### src/rtl/reg_file_pkg.sv
// Shared constants and types for the multi-read-port register file.
package reg_file_pkg;

  localparam int DATA_W_DEF = 32;
  localparam int ADDR_W_DEF = 5;
  localparam int DEPTH      = 2 ** ADDR_W_DEF;

  typedef logic [DATA_W_DEF-1:0] reg_word_t;

endpackage

### src/rtl/reg_read_port.sv
// One registered read port: enable with output hold, write-bypass compare and a read-valid flag.
module reg_read_port #(
  parameter int DATA_W = 32,
  parameter int ADDR_W = 5,
  parameter int BYPASS = 1
) (
  input  logic              clk,
  input  logic              rst,
  input  logic              rd_en,
  input  logic [ADDR_W-1:0] rd_addr,
  input  logic [DATA_W-1:0] rd_word,
  input  logic              wr_fire,
  input  logic [ADDR_W-1:0] wr_addr,
  input  logic [DATA_W-1:0] wr_data,
  output logic [DATA_W-1:0] rd_data,
  output logic              rd_valid
);

  logic [DATA_W-1:0] rd_data_d, rd_data_q;
  logic              rd_valid_d, rd_valid_q;

  // wr_fire is already cleared for discarded zero-register writes, so they never forward.
  always_comb begin
    rd_data_d  = rd_data_q;
    rd_valid_d = rd_en;
    if (rd_en) begin
      if (BYPASS != 0 && wr_fire && wr_addr == rd_addr) begin
        rd_data_d = wr_data;
      end else begin
        rd_data_d = rd_word;
      end
    end
  end

  always_ff @(posedge clk) begin
    if (rst) begin
      rd_data_q  <= '0;
      rd_valid_q <= 1'b0;
    end else begin
      rd_data_q  <= rd_data_d;
      rd_valid_q <= rd_valid_d;
    end
  end

  assign rd_data  = rd_data_q;
  assign rd_valid = rd_valid_q;

endmodule

### src/rtl/reg_file_mrp.sv
// Register file with one synchronous write port and NUM_RD registered read ports.
module reg_file_mrp
  import reg_file_pkg::*;
#(
  parameter int DATA_W   = DATA_W_DEF,
  parameter int ADDR_W   = ADDR_W_DEF,
  parameter int NUM_RD   = 2,
  parameter int ZERO_REG = 1,
  parameter int BYPASS   = 1
) (
  input  logic                     Clock,
  input  logic                     Reset,
  input  logic                     WrEn,
  input  logic [ADDR_W-1:0]        WrAdd,
  input  logic [DATA_W-1:0]        WrData,
  input  logic [NUM_RD-1:0]        RdEn,
  input  logic [NUM_RD*ADDR_W-1:0] ReadAdd,
  output logic [NUM_RD*DATA_W-1:0] Output,
  output logic [NUM_RD-1:0]        RdValid
);

  localparam int MEM_DEPTH = 1 << ADDR_W;

  logic [DATA_W-1:0] mem_d [MEM_DEPTH];
  logic [DATA_W-1:0] mem_q [MEM_DEPTH];
  logic              wr_fire;

  // Entry 0 never takes a write when hardwired, so it stays at its reset value of 0.
  always_comb begin
    wr_fire = WrEn;
    if (ZERO_REG != 0 && WrAdd == '0) begin
      wr_fire = 1'b0;
    end
    mem_d = mem_q;
    if (wr_fire) begin
      mem_d[WrAdd] = WrData;
    end
  end

  always_ff @(posedge Clock) begin
    if (Reset) begin
      for (int i = 0; i < MEM_DEPTH; i++) begin
        mem_q[i] <= '0;
      end
    end else begin
      mem_q <= mem_d;
    end
  end

  for (genvar p = 0; p < NUM_RD; p++) begin : g_rd
    logic [ADDR_W-1:0] rd_addr;
    assign rd_addr = ReadAdd[p*ADDR_W +: ADDR_W];

    reg_read_port #(
      .DATA_W (DATA_W),
      .ADDR_W (ADDR_W),
      .BYPASS (BYPASS)
    ) u_port (
      .clk      (Clock),
      .rst      (Reset),
      .rd_en    (RdEn[p]),
      .rd_addr  (rd_addr),
      .rd_word  (mem_q[rd_addr]),
      .wr_fire  (wr_fire),
      .wr_addr  (WrAdd),
      .wr_data  (WrData),
      .rd_data  (Output[p*DATA_W +: DATA_W]),
      .rd_valid (RdValid[p])
    );
  end

endmodule

### config.mk
export PLATFORM = sky130hd
export DESIGN_NAME = reg_file_mrp
export DESIGN_NICKNAME = d
export VERILOG_FILES = /design/src/rtl/reg_file_pkg.sv /design/src/rtl/reg_read_port.sv /design/src/rtl/reg_file_mrp.sv
export SDC_FILE = /design/constraint.sdc
export NUM_CORES = 2
export LEC_CHECK = 0
export BUFFER_PORTS_ARGS = -buffer_cell sky130_fd_sc_hd__buf_2
export CAP_MARGIN = 20
export CORE_MARGIN = 2
export CORE_UTILIZATION = 45
export DETAILED_ROUTE_END_ITERATION = 12
export HOLD_SLACK_MARGIN = 0.1
export PLACE_DENSITY = 0.59
export SLEW_MARGIN = 15
export SYNTH_ARGS = -nofsm -noshare
export SYNTH_HDL_FRONTEND = slang
export SYNTH_SLANG_ARGS = --single-unit
### constraint.sdc
create_clock -name Clock -period 2.8 [get_ports Clock]
set_input_delay 0.42 -clock Clock [delete_from_list [all_inputs] [get_ports Clock]]
set_output_delay 0.42 -clock Clock [all_outputs]
set_load 0.01 [all_outputs]
Word level (Yosys, flattened, before mapping):

Index checks and enable logic that the tools add are counted.

* $lt $le $gt $ge: 4
* mux-type cells: 12
* reductions and logical operators: 4
* bitwise logic cells: 3
* eq/ne operators: 2

Operators with widths (number)
* 1024-bit bitwise mux: 1
* 32-bit binary-select mux with 5-bit select: 2
* 32-bit two-way mux: 7
* 32-bit demux with 5-bit select: 1
* 6-bit greater-or-equal comparator (second input constant): 3
* 5-bit inverter with 6-bit output: 3
* 5-bit == test: 2
* 6-bit by 1-bit less-than comparator with 1-bit output (second input constant): 1
* 5-bit zero test: 1
* 1-bit logical AND: 3
* 1-bit two-way mux: 1

* register bits after elaboration: 1090
* word-level logic and storage cells: 61
* output and inout port bits: 66

Depth between registers and ports, before layout:

* depth in word-level cells: 6
* depth in mapped cells: 10
* mapped depth without buffers: 5

By module:

Synthesis repeated with hierarchy kept, for this count alone.

* cell total of the unflattened synthesis: 7227
* area, all modules: 56190.1 um^2

By module, submodules not included
* reg_file_mrp: times used 1, seq. area each 20499.7 um^2, area an instance 52992.1 um^2, cells an instance 6843
* reg_read_port: times used 2, seq. area each 660.6 um^2, area an instance 1599.0 um^2, cells an instance 192

Worst setup path before layout:

Ideal clock, no wire load.

* path type: input-to-reg
* start: in ReadAdd[6]
* end: reg g_rd[1].u_port.rd_data_q[2]
* arrival: 2118 ps
* stages on the path: 8
* path buffers: 4
* setup slack: 534 ps
* cells stage by stage: buf_2 -> buf_4 -> buf_2 -> buf_2 -> mux4_2 -> mux4_2 -> inv_1 -> o221ai_1

* cells in the longest elaborated chain, start to end: 5

RTL lines
* start: declaration: line reg_file_mrp.sv:17 `input logic [NUM_RD*ADDR_W-1:0] ReadAdd,`
* 5-bit inverter with 6-bit output (implied by the code): line reg_file_mrp.sv:63 `.rd_word (mem_q[rd_addr]),`
* 32-bit binary-select mux with 5-bit select: line reg_file_mrp.sv:63
* 32-bit two-way mux (implied by the code) (2 in a row): line reg_file_mrp.sv:63
* 32-bit two-way mux (*): line reg_read_port.sv:27 `if (BYPASS != 0 && wr_fire && wr_addr == rd_addr) begin`
* end signal: assignment: line reg_read_port.sv:40 `rd_data_q <= rd_data_d;`
* end: declaration: line reg_read_port.sv:19 `logic [DATA_W-1:0] rd_data_d, rd_data_q;`

Mark *: on every way between the ends. The rest lies on a longest branch, timed or not. The select of a mux whose other input is x is not followed.
A chain may end at the register's enable or synchronous reset.

Worst setup path in the final report:

* start: reg g_rd[0].u_port.rd_data_q[15]
* end: out Output[15]

RTL lines
* start: declaration: line reg_read_port.sv:19
* start signal: assignment: line reg_read_port.sv:40
* end: declaration: line reg_file_mrp.sv:18 `output logic [NUM_RD*DATA_W-1:0] Output,`

No word-level cell between the ends.

==> summary.txt <==
GRT
  – Gr usage total: 36.5%
  – Initial antenna violation count: 21
  – Largest net degree at the start of global routing: 211
  – Vias in the first global route: around 46000
  – First-pass GRT wire length: 323 mm
  – Gr ovfl total: 0

Die
  – Die Area: 122000 µm²
  – Horiz. Die Dim: 350 µm
  – Die Y: approximately 350 µm
  – Starting Density: 45.4%
  – FP Rows: ~130
  – # IOs: 118
  – Core box area: 118000 µm²

Worst setup path
  – Crit-path max FO: 2
  – Startpoint types: flip-flop
  – Largest stage delay, worst path: 0.60 ns
  – Slowest stage cell on the critical path: dfxtp_1
  – Top delay family on crit path: flip-flops
  – Critical Path Sink Type: primary output
  – Crit Path Category: reg2out
  – CP Data Arrival Time: 1.57 ns
  – Required @ worst endpoint: 2.38 ns
  – CP Buf/Inv Count: 1
  – Crit path cell chain: buf_2

Synthesis
  – Number of flops mapped to enable cells by yosys: 0
  – Syn avg cell area: 9.00 µm²
  – Share of the synthesized area in the top cell type: 40.6%
  – Async SR Flop Fraction: 0%
  – Syn_nets: 6019
  – Count of cell types in the netlist: 57
  – Synth Warn #: 0
  – Synth top cells by count: 2058 x nand2_1, 1090 x dfxtp_1, 992 x a21oi_1
  – Main synth FF type: dfxtp_1
  – Synthesized area: between 50000 and 60000 µm²
  – Register area share after synthesis: around two fifths
  – Cell taking the most area after synthesis: dfxtp_1
  – Count leader, synth: nand2_1
  – Seq cells post-synth: 1090
  – Dominant cells by area after synthesis: dfxtp_1 41%, mux4_2 21%, nand2_1 14%
  – Mapped Cells: ~6000

Hold path
  – Hold Path Class: in2reg

Clock tree
  – Clk_lat worst skew: 0.74 ns
  – CTS sink cnt: approximately 1100
  – Clock Tree Buf Depth: 3
  – Resized Gates After CTS: 0
  – Num CTS Buffers: about 120
  – H-tree Lvls: 3
  – CTS tree: done
  – Clk slew on worst S/H paths: 0.06 ns
  – CTS root buf: clkbuf_16

Power
  – Switching fraction of total power: 25.6%
  – Int Pwr: 26.3 mW
  – Comb pwr share: 8.9%
  – Flop pwr share: 44.9%
  – Sw Pwr: 9.04 mW
  – Clk pwr share: between 40% and 50%
  – Peak supply drop: ~0.59 mV
  – PD cells: 578 nW/µm²
  – Leakage power: 20.2 nW

Timing
  – Worst slew pin tran: ~1.1 ns
  – Count of final hold-check violations: 0
  – FMAX: around 500 MHz
  – Max Slew Vio Count: 0
  – Endpoints failing setup: 0
  – RSZ-0062 raised after global routing: no
  – Max_slew headroom: between 20% and 30%
  – Setup TNS: 0 ns
  – Min cycle time layout: 1.99 ns
  – Fin crit share: around 71%
  – Final hold slack: roughly 0.14 ns
  – Max Clock Skew: about 0.028 ns

Layout
  – Area Growth Syn to Fin: 13.7%
  – Layout cells sized above 1: 21.0%
  – Total Nets Final: just under 6000
  – Filler-free cell count of the finished design: 7516

Drt
  – Via count: ~49000
  – Routed len/inst: 30.2 µm
  – Vias/cell: 6.49
  – Final ANT Viol Nets: 0
  – Pre-antenna DRT Iters: 8
  – Final wirelength: 227 mm
  – DR iter-0 viols: 7270
  – DRC viols: 0

Placement
  – Placed Instances: about 7300
  – Detailed placer's ending HPWL: roughly 140 mm
  – Port buffer count: around 120
  – Gpl congestion: about 0.95

Flow run
  – Max-Cap Viols: 0

Run status
  – Status: completed
## cell usage in the layout, fill, tap and decap left out, types with 6 or more instances in the layout
| cell type | n |
|---|---|
| nand2_1 | 2027 |
| buf_12 | 69 |
| mux2i_1 | 94 |
| xor2_1 | 6 |
| dfxtp_1 | 1090 |
| buf_8 | 7 |
| nand2_2 | 31 |
| a221oi_2 | 20 |
| clkbuf_8 | 32 |
| nand3b_1 | 9 |
| o221a_2 | 16 |
| clkbuf_1 | 20 |
| o21ai_0 | 19 |
| a31oi_1 | 7 |
| mux2_2 | 15 |
| o221ai_1 | 31 |
| a21o_1 | 9 |
| o2111a_1 | 6 |
| buf_4 | 239 |
| nor4_1 | 21 |
| clkinv_2 | 27 |
| buf_2 | 109 |
| mux4_2 | 509 |
| a32o_1 | 9 |
| inv_1 | 18 |
| o22ai_1 | 132 |
| a22oi_1 | 16 |
| bufinv_16 | 10 |
| nor2b_1 | 37 |
| diode_2 | 8 |
| nor2_4 | 31 |
| a311o_1 | 23 |
| nor2_1 | 72 |
| nand3_1 | 20 |
| a21oi_1 | 992 |
| a221oi_1 | 14 |
| clkbuf_16 | 120 |
## logic make-up (layout without fill, tap and decap cells)
group / Yosys count / after routing / synth area share [%]
AND/OR/NAND/NOR: 2281 / 2281 / 16.5
AO/OA/AOI/OAI: 1313 / 1313 / 14.0
flip-flops: 1090 / 1090 / 40.6
buffers and inverters: 655 / 660 / 5.26
multiplexers: 618 / 618 / 23.4
XOR/XNOR: 10 / 10 / 0.163
other: 0 / 8 / 0
## final timing paths
kind / cells past startpoint / slack [ns] / startpoint / endpoint
worst max-delay path: 1 / 0.81 / g_rd[0].u_port.rd_data[15] / Output[15]
worst min-delay path: 3 / 0.14 / WrData[30] / mem_q[734]
worst max register to register: 5 / 1.04 / mem_q[495] / g_rd[1].u_port.rd_data[15]
worst min register to register: 2 / 0.46 / mem_q[824] / mem_q[824]
## final cells by class
cell class | count | area [µm²]
fill | 10800 | 57100
multi-input combinational | 4222 | 29400
sequential | 1090 | 21800
timing repair buffer | 426 | 3850
clock buffer | 172 | 3520
tap | 1536 | 1920
clock inverter | 43 | 503
inverter | 19 | 71.3
antenna | 8 | 20.0
## worst reg2reg max path, cell delays in order, from the launching register on
cell	delay, ns
dfxtp_1	0.33
mux4_2	0.47
mux2_2	0.27
o21ai_0	0.24
buf_4	0.21
o221ai_1	0.11
## state kept, by name, indices dropped and copies added (netlist names)
signal	flops
g_rd.u_port.rd_data	64
g_rd.u_port.rd_valid	2
mem_q	1024
## through the flow
step,power (mW),setup slack [ns],util (%),area (µm²)
final,35.3,0.808,51.7,61100
after CTS,35.3,0.824,51.7,61100
after global placement,19.2,0.316,48.2,57000
after detailed placement,19.2,0.320,48.2,57000
after global routing,36.1,0.818,51.7,61100
after floorplan,18.0,0.534,-,53700
## power groups by stage
stage	registers (mW)	clock network, mW	logic, mW
floorplan	16.1	0	1.86
global placement	16.2	0	3.03
detailed placement	16.2	0	3.05
CTS	15.8	16.4	3.06
global route	15.9	17.0	3.23
finish	15.8	16.3	3.14
## layer usage
| layer | GRT usage (%) | wire (µm) | vias to the layer above |
|---|---|---|---|
| li1 | - | - | 20800 |
| met1 | 48.4 | 85200 | 23800 |
| met2 | 53.9 | 97400 | 3339 |
| met3 | 9.31 | 29000 | 802 |
| met4 | 21.4 | 15100 | 18 |
| met5 | 0 | 127 | - |
## what timing repair did
action | 4_1_cts | 5_1_grt
endpoints found under the setup margin | 0 | 0
setup buffers | 0 | 0
hold buffers | 2 | 0
hold endpoints to repair | 32 | 0
Note: power is estimated with default switching activity, not from simulation.
